<file path="src/rtl/mem_arbiter.sv">
// rtl/mem_arbiter.sv - two-port (fetch/data) single-memory arbiter, ARB_ROUND_ROBIN_EN selects round-robin ties
module mem_arbiter (
    input  logic        clk,
    input  logic        reset,
    input  logic        f_req,
    input  logic [15:0] f_addr,
    output logic        f_gnt,
    output logic        f_done,
    output logic [15:0] f_rdata,
    input  logic        d_req,
    input  logic        d_we,
    input  logic [15:0] d_addr,
    input  logic [15:0] d_wdata,
    output logic        d_gnt,
    output logic        d_done,
    output logic [15:0] d_rdata,
    output logic        mem_en,
    output logic        mem_we,
    output logic [15:0] mem_addr,
    output logic [15:0] mem_wdata,
    input  logic [15:0] mem_rdata,
    output logic        busy
);

    localparam logic [1:0] ST_IDLE   = 2'd0;
    localparam logic [1:0] ST_ACCESS = 2'd1;
    localparam logic [1:0] ST_DONE   = 2'd2;

    logic [1:0]  state;
    logic        owner_data;
    logic        lat_we;
    logic [15:0] lat_addr;
    logic [15:0] lat_wdata;
    logic [15:0] f_rdata_q;
    logic [15:0] d_rdata_q;

    logic f_elig;
    logic d_elig;
    logic can_grant;
    logic grant;
    logic pick_data;
    logic in_done;
    logic read_done;

    assign in_done   = (state == ST_DONE);
    assign read_done = in_done && !lat_we;

    // The port just being completed cannot win again in its own DONE cycle.
    assign f_elig    = f_req && !(in_done && !owner_data);
    assign d_elig    = d_req && !(in_done && owner_data);
    assign can_grant = (state == ST_IDLE) || in_done;
    assign grant     = can_grant && (f_elig || d_elig);

`ifdef ARB_ROUND_ROBIN_EN
    logic last_data;

    always_ff @(posedge clk) begin
        if (reset) begin
            last_data <= 1'b0;
        end else if (grant) begin
            last_data <= pick_data;
        end
    end

    assign pick_data = (f_elig && d_elig) ? !last_data : d_elig;
`else
    assign pick_data = d_elig;
`endif

    always_ff @(posedge clk) begin
        if (reset) begin
            state      <= ST_IDLE;
            owner_data <= 1'b0;
            lat_we     <= 1'b0;
            lat_addr   <= 16'h0000;
            lat_wdata  <= 16'h0000;
            f_rdata_q  <= 16'h0000;
            d_rdata_q  <= 16'h0000;
        end else begin
            if (read_done) begin
                if (owner_data) begin
                    d_rdata_q <= mem_rdata;
                end else begin
                    f_rdata_q <= mem_rdata;
                end
            end
            case (state)
                ST_IDLE, ST_DONE: begin
                    if (grant) begin
                        state      <= ST_ACCESS;
                        owner_data <= pick_data;
                        lat_we     <= pick_data ? d_we : 1'b0;
                        lat_addr   <= pick_data ? d_addr : f_addr;
                        if (pick_data) begin
                            lat_wdata <= d_wdata;
                        end
                    end else begin
                        state <= ST_IDLE;
                    end
                end
                ST_ACCESS: state <= ST_DONE;
                default:   state <= ST_IDLE;
            endcase
        end
    end

    assign busy      = (state != ST_IDLE);
    assign f_gnt     = busy && !owner_data;
    assign d_gnt     = busy && owner_data;
    assign mem_en    = (state == ST_ACCESS);
    assign mem_we    = mem_en && lat_we;
    assign mem_addr  = lat_addr;
    assign mem_wdata = lat_wdata;
    assign f_done    = in_done && !owner_data;
    assign d_done    = in_done && owner_data;

    // Read data is forwarded in the DONE cycle itself and held afterwards.
    assign f_rdata = (read_done && !owner_data) ? mem_rdata : f_rdata_q;
    assign d_rdata = (read_done && owner_data) ? mem_rdata : d_rdata_q;

endmodule

</file>
<file path="config.mk">
export PLATFORM = sky130hd
export DESIGN_NAME = mem_arbiter
export DESIGN_NICKNAME = d
export VERILOG_FILES = /design/src/rtl/mem_arbiter.sv
export SDC_FILE = /design/constraint.sdc
export NUM_CORES = 1
export LEC_CHECK = 0
export ABC_AREA = 1
export CAP_MARGIN = 0
export CORE_UTILIZATION = 38
export DETAILED_ROUTE_END_ITERATION = 12
export PLACE_DENSITY = 0.77
export SLEW_MARGIN = 0
export SYNTH_ARGS = -nofsm -noshare
export SYNTH_HDL_FRONTEND = slang
export SYNTH_SLANG_ARGS = --single-unit
</file>
<file path="constraint.sdc">
create_clock -name clk -period 1.35 [get_ports clk]
set_input_delay 0.135 -clock clk [delete_from_list [all_inputs] [get_ports clk]]
set_output_delay 0.135 -clock clk [all_outputs]
set_load 0.03 [all_outputs]
</file>
==> results.yml <==
pwr:
  p_per_area_mw_per_mm2: 990
  p_sw_frac: 0.313
  p_seq_frac: 0.404
  irDropWorstVdd_uv: 548
  internal_power_w: 0.00374
  clkPwrFrac: 0.287
  power_switching_w: 0.00170
  cellLeakagePower_nw: 2.75
  combPwrFrac: 0.309
synth:
  syn-cell-area_mm2: 0.00307
  yosys_warnings: 0
  synthDistinctLibCells: 21
  syn_nets: 532
  avgSynthCellArea_um2: 6.64
  synth-seq-cells: 68
  synth_cells: 463
  yosysSeqAreaShare: 0.443
timing:
  fin_crit_ns: 1.70
  fin_crit_sh: 1.26
  whs_ns: 0.282
  finClkSkew_ns: 0.00533
  hold_viol: 0
  slew_violations: 0
  fmax_mhz: 589
  timing.final.ws_setup_ns: -0.349
  tightest_slew_ns: 0.482
  relSlewSlack: 0.678
  finalSetupViolCount: 72
  rsz0062_at_grt: "true"
routing:
  wl_um: 9700
  drt-pass1-iter-count: 4
  drtIter0Drc: 105
  vias: 3443
  drc: 0
  routedWlPerCell_um: 13.1
  viasPerCell: 4.65
  ant_nets: 0
grt:
  antenna_found_initial: 0
  grt_pass1_wl_um: 15900
  grt_pass1_vias: 3508
  grt_max_degree: 37
  grt_usage: 0.236
  grt_overflow: 0
setup_path:
  r2r_start: "state[0]"
  crit_arrival_ns: 1.56
  crit_start: "state[0]"
  crit_type: "reg2out"
  worstPathRequired_ns: 1.22
  path_max_fanout: 32
  end_kind: "output pin"
  start_kind: "flop"
final_layout:
  final_cell_mix: "81 x nand2_1, 68 x inv_1, 67 x clkdlybuf4s50_1, 64 x dfxtp_1, 63 x nor2_1"
  insertedDiodeCount: 0
  regArea_mm2: 0.00137
  fin_nets: 703
  multi_input_area_mm2: 0.00161
  fill_cells: 614
  area_growth_pct: 78.7
  layout_commonest_cell: "nand2_1"
  drive_gt1_frac: 0.286
  fin_cells: 741
floorplanning:
  io_pins: 140
  die_h_um: 91.9
  start_util: 0.396
  fp.dieW_um: 91.9
  rows: 32
  coreArea_mm2: 0.00777
  die_area_mm2: 0.00845
clock_network:
  cts.clk_slew.worst_paths_ns: 0.07
  cts-root-buf: "clkbuf_8"
  clock-sinks: 68
  cts_tree: "built"
  cts_hold_buf: 0
  htreeDepth: 3
  clk_latency_ns: 0.33
  clock_path_buffers: 2
  cts_made_buffers: 9
outcome:
  violations: "negative setup slack"
  status: "finished with violations"
placement:
  dp.cells: 709
  portBuffers: 139
  gp_congestion: 0.786
  hpwl_um: 6120
flow_run:
  cap_violations: 0
min_path:
  hp-class: "in2reg"
  hp-start: "reset"
[registers in the layout (all words and copies together) (netlist names)]
name	count
f_rdata_q	16
lat_we	1
d_rdata_q	16
mem_wdata	16
mem_addr	16
owner_data	1
state	2
[metal layers]
metal	GRT usage	vias to the layer above	routed length [um]
met5	0	-	0
li1	-	1758	-
met1	0.256	1570	3930
met2	0.428	100	4950
met4	0.105	0	189
met3	0.0630	15	635
[repair_timing]
item,4_1_cts,5_1_grt
endpoints found under the setup margin,106,77
buffers inserted,11,4
gates resized for setup,132,31
gates cloned,3,0
pin swaps,5,7
[per-stage QoR]
stage	area, um2	setup TNS (ns)	total power [W]	utilization	setup WS, ns
global placement	4690	-5.00	0.00365	0.604	-0.157
floorplan	3080	-0.393	0.00302	-	-0.0248
global route	5490	-21.71	0.00571	0.707	-0.439
CTS	5370	-15.73	0.00542	0.691	-0.324
finish	5490	-15.97	0.00544	0.707	-0.349
detailed placement	4690	-6.70	0.00368	0.604	-0.229
[final cells by class]
| cell class | count | share of cell area |
|---|---|---|
| tap | 102 | 0.0232 |
| sequential | 68 | 0.250 |
| multi-input combinational | 279 | 0.294 |
| timing repair buffer | 188 | 0.339 |
| clock inverter | 2 | 0.00638 |
| clock buffer | 14 | 0.0260 |
| inverter | 88 | 0.0622 |
[synthesized netlist by cell type, drive strengths merged]
master / instances / area, um2
nand2: 104 / 408
o21ai: 32 / 160
a21oi: 20 / 100
buf: 16 / 86.3
inv: 88 / 330
nand3: 36 / 203
nand4: 17 / 106
nor3: 2 / 10.0
clkbuf: 12 / 45.0
dfxtp: 68 / 1360
nor2: 68 / 263
[final timing paths]
kind | end | depth (start not counted) | slack [ns]
max | d_rdata[10] | 8 | -0.35
min | f_rdata_q[12] | 3 | 0.28
max reg2reg | mem_addr[9] | 8 | -0.20
min reg2reg | mem_wdata[8] | 2 | 0.46
[power groups by stage]
stage                     combinational, W  sequential [W]  clock (W)
after CTS                          0.00163         0.00219    0.00159
final                              0.00168         0.00220    0.00156
after global placement             0.00142         0.00223          0
after global routing               0.00180         0.00221    0.00170
after floorplan                   0.000622         0.00239          0
after detailed placement           0.00144         0.00224          0
[cells by family after synthesis]
group / share of synthesized area
simple gates: 0.322
buf+inv: 0.150
compound gates: 0.0847
flops: 0.443
[critical path: stages (launching register included)]
cell and delay [ns]:
dfxtp_2 0.34, inv_4 0.08, nand3_4 0.07, nor2_4 0.11
buf_12 0.20, nand2_1 0.11, o21ai_2 0.10, inv_1 0.05
buf_4 0.16
Note: power is estimated with default switching activity, not from simulation.
